[src/rtl/data_memory_sweep_if.sv]
`default_nettype none
// ============================================================================
// Module      : data_memory_sweep_if
// Description : Bus bundle for data_memory_sweep. It carries the write port,
//               the read port, the init-sweep control and the parity test
//               hook. The master side drives requests and the slave side is
//               the memory.
// Revision    : 1.0 - initial release
// ============================================================================
interface data_memory_sweep_if #(
  parameter int DATA_W = 4,
  parameter int ADDR_W = 4
);
  logic              clr_req;
  logic              busy;
  logic              we;
  logic [ADDR_W-1:0] waddr;
  logic [DATA_W-1:0] wdata;
  logic              re;
  logic [ADDR_W-1:0] raddr;
  logic [DATA_W-1:0] rdata;
  logic              rvalid;
  logic              inj_perr;
  logic              par_err;

  modport master (
    output clr_req, we, waddr, wdata, re, raddr, inj_perr,
    input  busy, rdata, rvalid, par_err
  );

  modport slave (
    input  clr_req, we, waddr, wdata, re, raddr, inj_perr,
    output busy, rdata, rvalid, par_err
  );
endinterface
`default_nettype wire

[src/rtl/data_memory_sweep.sv]
`default_nettype none
// ============================================================================
// Module      : data_memory_sweep
// Description : Single-clock data memory with one write port and one read
//               port. Reads are registered and carry a valid strobe. A
//               same-address read during a write returns the new data
//               (write-first). An init sequencer writes INIT_VAL to every
//               word after reset or on clr_req, so the array itself has no
//               reset and can map to block RAM.
//               Optional macro DATA_MEM_PARITY_EN adds a stored even-parity
//               bit per word and a par_err flag on reads.
// Revision    : 1.0 - initial release
// ============================================================================
module data_memory_sweep #(
  parameter int                DATA_W   = 4,
  parameter int                ADDR_W   = 4,
  parameter logic [DATA_W-1:0] INIT_VAL = '0
) (
  input  logic                 clk,
  input  logic                 rst,
  data_memory_sweep_if.slave   bus
);

  localparam int DEPTH = 2**ADDR_W;
`ifdef DATA_MEM_PARITY_EN
  localparam int MEM_W = DATA_W + 1;
`else
  localparam int MEM_W = DATA_W;
`endif

  typedef enum logic [0:0] {
    ST_INIT  = 1'b0,
    ST_READY = 1'b1
  } state_t;

  state_t            state_q, state_d;
  logic [ADDR_W-1:0] ptr_q, ptr_d;

  // Storage array: no reset branch, so it can map to block RAM
  logic [MEM_W-1:0]  mem [DEPTH];

  logic              mem_we;
  logic [ADDR_W-1:0] mem_waddr;
  logic [MEM_W-1:0]  mem_wdata;
  logic [MEM_W-1:0]  init_word;
  logic [MEM_W-1:0]  user_word;

  logic              rd_fire;
  logic              rd_fwd;
  logic [DATA_W-1:0] rdata_q;
  logic              rvalid_q;

`ifdef DATA_MEM_PARITY_EN
  logic              par_err_q;

  // Parity bit sits above the data. The inject hook flips it on user writes only.
  assign init_word = {^INIT_VAL, INIT_VAL};
  assign user_word = {(^bus.wdata) ^ bus.inj_perr, bus.wdata};
  assign bus.par_err = par_err_q;
`else
  logic              unused_inj_perr;

  assign init_word       = INIT_VAL;
  assign user_word       = bus.wdata;
  assign unused_inj_perr = bus.inj_perr;
  assign bus.par_err     = 1'b0;
`endif

  // Reads and forwarding are accepted only in READY, and only when no clear request is present
  assign rd_fire = (state_q == ST_READY) && !bus.clr_req && bus.re;
  assign rd_fwd  = rd_fire && bus.we && (bus.waddr == bus.raddr);

  assign bus.busy   = (state_q == ST_INIT);
  assign bus.rdata  = rdata_q;
  assign bus.rvalid = rvalid_q;

  // State and sweep pointer register
  always_ff @(posedge clk or posedge rst) begin
    if (rst) begin
      state_q <= ST_INIT;
      ptr_q   <= '0;
    end else begin
      state_q <= state_d;
      ptr_q   <= ptr_d;
    end
  end

  // Next-state logic: the sweep walks the pointer to all-ones, which then wraps to 0
  always_comb begin
    state_d = state_q;
    ptr_d   = ptr_q;
    case (state_q)
      ST_INIT: begin
        ptr_d = ptr_q + 1'b1;
        if (ptr_q == '1) begin
          state_d = ST_READY;
        end
      end
      ST_READY: begin
        if (bus.clr_req) begin
          state_d = ST_INIT;
          ptr_d   = '0;
        end
      end
      default: begin
        state_d = ST_INIT;
        ptr_d   = '0;
      end
    endcase
  end

  // Single write port, shared between the sweep and user writes, selected by state
  always_comb begin
    mem_we    = 1'b0;
    mem_waddr = ptr_q;
    mem_wdata = init_word;
    if (state_q == ST_INIT) begin
      mem_we = 1'b1;
    end else if (!bus.clr_req && bus.we) begin
      mem_we    = 1'b1;
      mem_waddr = bus.waddr;
      mem_wdata = user_word;
    end
  end

  // Array write
  always_ff @(posedge clk) begin
    if (mem_we) begin
      mem[mem_waddr] <= mem_wdata;
    end
  end

  // Registered read port with write-first forwarding on address match
  always_ff @(posedge clk or posedge rst) begin
    if (rst) begin
      rdata_q  <= '0;
      rvalid_q <= 1'b0;
`ifdef DATA_MEM_PARITY_EN
      par_err_q <= 1'b0;
`endif
    end else begin
      rvalid_q <= rd_fire;
      if (rd_fire) begin
        rdata_q <= rd_fwd ? bus.wdata : mem[bus.raddr][DATA_W-1:0];
      end
`ifdef DATA_MEM_PARITY_EN
      par_err_q <= rd_fire && !rd_fwd && (^mem[bus.raddr]);
`endif
    end
  end

endmodule
`default_nettype wire

[src/flat_wrapper.sv]
// flat-port wrapper written by rule: the top's interface ports become plain ports
module data_memory_sweep_flat 
#(
  parameter int                DATA_W   = 4,
  parameter int                ADDR_W   = 4,
  parameter logic [DATA_W-1:0] INIT_VAL = '0
)
  (clk, rst, bus_clr_req, bus_we, bus_waddr, bus_wdata, bus_re, bus_raddr, bus_inj_perr, bus_busy, bus_rdata, bus_rvalid, bus_par_err);
  data_memory_sweep_if #(.DATA_W(DATA_W), .ADDR_W(ADDR_W)) bus_i ();
  input  logic clk;
  input  logic rst;
  input wire logic [$bits(bus_i.clr_req)-1:0] bus_clr_req;
  input wire logic [$bits(bus_i.we)-1:0] bus_we;
  input wire logic [$bits(bus_i.waddr)-1:0] bus_waddr;
  input wire logic [$bits(bus_i.wdata)-1:0] bus_wdata;
  input wire logic [$bits(bus_i.re)-1:0] bus_re;
  input wire logic [$bits(bus_i.raddr)-1:0] bus_raddr;
  input wire logic [$bits(bus_i.inj_perr)-1:0] bus_inj_perr;
  output wire logic [$bits(bus_i.busy)-1:0] bus_busy;
  output wire logic [$bits(bus_i.rdata)-1:0] bus_rdata;
  output wire logic [$bits(bus_i.rvalid)-1:0] bus_rvalid;
  output wire logic [$bits(bus_i.par_err)-1:0] bus_par_err;
  assign bus_i.clr_req = bus_clr_req;
  assign bus_i.we = bus_we;
  assign bus_i.waddr = bus_waddr;
  assign bus_i.wdata = bus_wdata;
  assign bus_i.re = bus_re;
  assign bus_i.raddr = bus_raddr;
  assign bus_i.inj_perr = bus_inj_perr;
  assign bus_busy = bus_i.busy;
  assign bus_rdata = bus_i.rdata;
  assign bus_rvalid = bus_i.rvalid;
  assign bus_par_err = bus_i.par_err;
  data_memory_sweep #(.DATA_W(DATA_W), .ADDR_W(ADDR_W), .INIT_VAL(INIT_VAL)) u_core (.clk(clk), .rst(rst), .bus(bus_i));
endmodule
[config.mk]
export PLATFORM = sky130hd
export DESIGN_NAME = data_memory_sweep_flat
export DESIGN_NICKNAME = d
export VERILOG_FILES = /design/src/rtl/data_memory_sweep_if.sv /design/src/rtl/data_memory_sweep.sv /design/src/flat_wrapper.sv
export SDC_FILE = /design/constraint.sdc
export NUM_CORES = 1
export LEC_CHECK = 0
export ABC_AREA = 1
export BUFFER_PORTS_ARGS = -buffer_cell sky130_fd_sc_hd__buf_2
export CAP_MARGIN = 5
export CELL_PAD_IN_SITES_DETAIL_PLACEMENT = 0
export CELL_PAD_IN_SITES_GLOBAL_PLACEMENT = 1
export CORE_MARGIN = 2
export CORE_UTILIZATION = 51
export DETAILED_ROUTE_END_ITERATION = 10
export PLACE_DENSITY = 0.83
export SYNTH_ARGS = -nofsm -noshare
export SYNTH_HDL_FRONTEND = slang
export SYNTH_SLANG_ARGS = --single-unit
[constraint.sdc]
create_clock -name clk -period 3.2 [get_ports clk]
set_input_delay 0.32 -clock clk [delete_from_list [all_inputs] [get_ports clk]]
set_output_delay 0.32 -clock clk [all_outputs]
set_load 0.01 [all_outputs]
==> results.cfg <==
[outcome]
status = complete, no violations

[cells_and_area]
layout_common_cells = nand2_1, edfxtp_1, nor2_1, inv_1, nand3_1
area_growth_pct = 9.93
fillCellCount = 551
num_antenna_cells = 0
multi_input_area_sq_um = 1060
nets = 382
drive_above_1_share_pct = 14.9
seqCellArea_sq_um = 2170
layout_commonest_cell = nand2_1

[global_routing]
antenna_found_initial = 0
grt.overflow.total = 0
grt_pass1_vias = 2252
grt.total_usage_pct = 20.1
grt_pass1_wl_mm = 11.0
grt_max_degree = 34

[die]
die_area_sq_um = 7420
initial_utilization_pct = 53.6
core_area_sq_um = 6420
die_y_um = 86.1
rows = 29
ioPinCount = 25
die_w_um = 86.1

[logic_synthesis]
ys_seq_area_share_pct = 63.2
synth.mux.area_fraction_pct = 0
synth_top_area_share_pct = 55.9
yosysWarnings = 0
synth_fa_ha_area_share_pct = 0.364
synthArstFlopShare_pct = 13.5
synth.area.top_cells = edfxtp_1, nand2_1, dfrtp_1, nor2_1, nand3_1
netlist_area_sq_um = 3440
synth_flop_cell = edfxtp_1
synth_largest_area_cell = edfxtp_1
ys_ff_latch = 74
synth_edf_count = 64
synth.distinct_cells = 27
avgSynthCellArea_sq_um = 10.1
synth_compound_area_share_pct = 6.95
yosys.area_share.simple_pct = 23.5
syn-num-nets = 360
synth-xor-area-share_pct = 0
postSynthCellCount = 341
synth_top_family_by_area = simple AND/OR/NAND/NOR gates

[worst_setup_path]
r2r_setup_slack_ps = 1340
path_max_fanout = 8
r2r-start = u_core.state_q$_DFF_PP0_
timing.rr.end = u_core.mem[13][3]$_DFFE_PP_
critical_path_class = reg2reg
worst-path-buf-inv = 1
worstRegToRegCells = 6
max_stage_delay_ps = 530
crit_path_frequent_cell = nand2_1
end_kind = register
critPathSlowestCell = dfrtp_1
crit_chain = nand3_4 -> inv_2 -> nand2_1 -> nand2_2 -> nand2_1 -> nor2_1
crit_path_start_kind = register
crit_family = simple AND/OR/NAND/NOR gates
required_ps = 3200
cp.arrival_ps = 1860

[routing]
drc = 0
drt_first_pass_iters = 4
wl_per_cell_um = 15.4
wl_mm = 6.85
vias = 2355
vias_per_cell = 5.29
ant_nets = 0
drt_iter0_drc = 213

[clock_tree]
cts_buffers = 9
ctsResizeCount = 0
cts_root_buffer = clkbuf_8
htreeDepth = 3
clk_pin_slew_ps = 70
clock_latency_ps = 340
tritoncts = done
clock_sinks = 74
clk_path_buf_depth = 2

[sta]
setup_viol = 0
tns_ps = 0
hold_viol_final = 0
finalCriticalPeriod_ps = 1860
tightest_slew_ps = 579
rsz0062_at_grt = no
max_freq_mhz = 539
whs_ps = 323
report.final.slew_viol_count = 0
max_slew_margin_pct = 61.4
fin_crit_sh_pct = 58.0
fin_ws_ps = 1340
skew_ps = 6.41

[worst_hold_path]
hold_path_depth = 4
hold_path.class = in2reg
whs_endpoint = u_core.ptr_q[2]$_DFFE_PP0P_
holdCritStartpoint = bus_clr_req

[job]
drv_cap = 0

[pwr]
p_leak_nw = 1.59
powerDensity_nw_per_um2 = 761
irDropWorstVdd_uv = 482

[placement]
hpwlAfterDp_mm = 4.88
gp_congestion = 0.809
dp_slack_ps = 1320
portBuffers = 22
-- registers in the layout, indices dropped and copies added (netlist names) --
signal             cells
u_core.mem            64
u_core.bus.rdata       4
u_core.ptr_q           4
u_core.bus.rvalid      1
u_core.state_q         1
-- layer usage --
layer | global-route usage (%) | share of wire (%)
met4 | 8.66 | 0.42
met1 | 27.6 | 46
met2 | 31.6 | 48
met3 | 3.75 | 5.0
met5 | 0 | 0
-- power breakdown --
group	leakage, nW	internal, W	total (W)	switching [W]
registers	0.723	0.00129	0.00138	0.0000849
clock network	0.0970	0.000358	0.000693	0.000335
logic	0.766	0.000238	0.000804	0.000566
total	1.59	0.00189	0.00288	0.000986
-- cells in the mapped netlist (6+ instances only) --
cell type	instances
nand4_1	8
nor2_1	54
nand2_2	6
nand3_1	28
nand2_1	73
o21ai_0	25
o211ai_1	12
inv_1	29
buf_2	6
dfrtp_1	10
edfxtp_1	64
-- tightest hold or removal path: stages --
cell and delay (ps):
buf_2 130, nand2_1 60, inv_1 70, nor3b_1 50
-- kinds of logic after synthesis --
group           after synthesis
other cells                   1
compound gates               41
buf+inv                      47
flops                        74
fa+ha+maj                     1
simple gates                177
-- cell type report --
cell class                 instances  area share (%)
clock buffer                       9            3.28
clock inverter                     7            1.82
inverter                          34            3.44
multi-input combinational        220            28.1
sequential                        74            57.4
tap                               77            2.55
timing repair buffer              24            3.38
-- what timing repair did --
item,CTS,global route
hold buffers,1,0
buffers inserted,0,0
endpoints found under the hold margin,10,0
-- worst max-delay path by stage --
| stage | startpoint | end | cells past startpoint |
|---|---|---|---|
| global placement | bus_clr_req | u_core.mem[13][1]$_DFFE_PP_ | 8 |
| global route | u_core.state_q$_DFF_PP0_ | u_core.mem[13][2]$_DFFE_PP_ | 6 |
| finish | u_core.state_q$_DFF_PP0_ | u_core.mem[13][3]$_DFFE_PP_ | 6 |
| floorplan | u_core.state_q$_DFF_PP0_ | u_core.mem[1][0]$_DFFE_PP_ | 8 |
| CTS | u_core.state_q$_DFF_PP0_ | u_core.mem[13][3]$_DFFE_PP_ | 6 |
| detailed placement | bus_clr_req | u_core.mem[13][1]$_DFFE_PP_ | 8 |
-- through the flow --
step	util (%)	cell area [sq um]	power, W	cells
2_1_floorplan	-	3440	0.00199	341
3_3_place_gp	55.7	3580	0.00218	428
3_5_place_dp	55.7	3580	0.00221	428
4_1_cts	58.9	3780	0.00290	445
5_1_grt	58.9	3780	0.00306	445
6_report	58.9	3780	0.00288	445
Power figures use the tool's default switching activity.
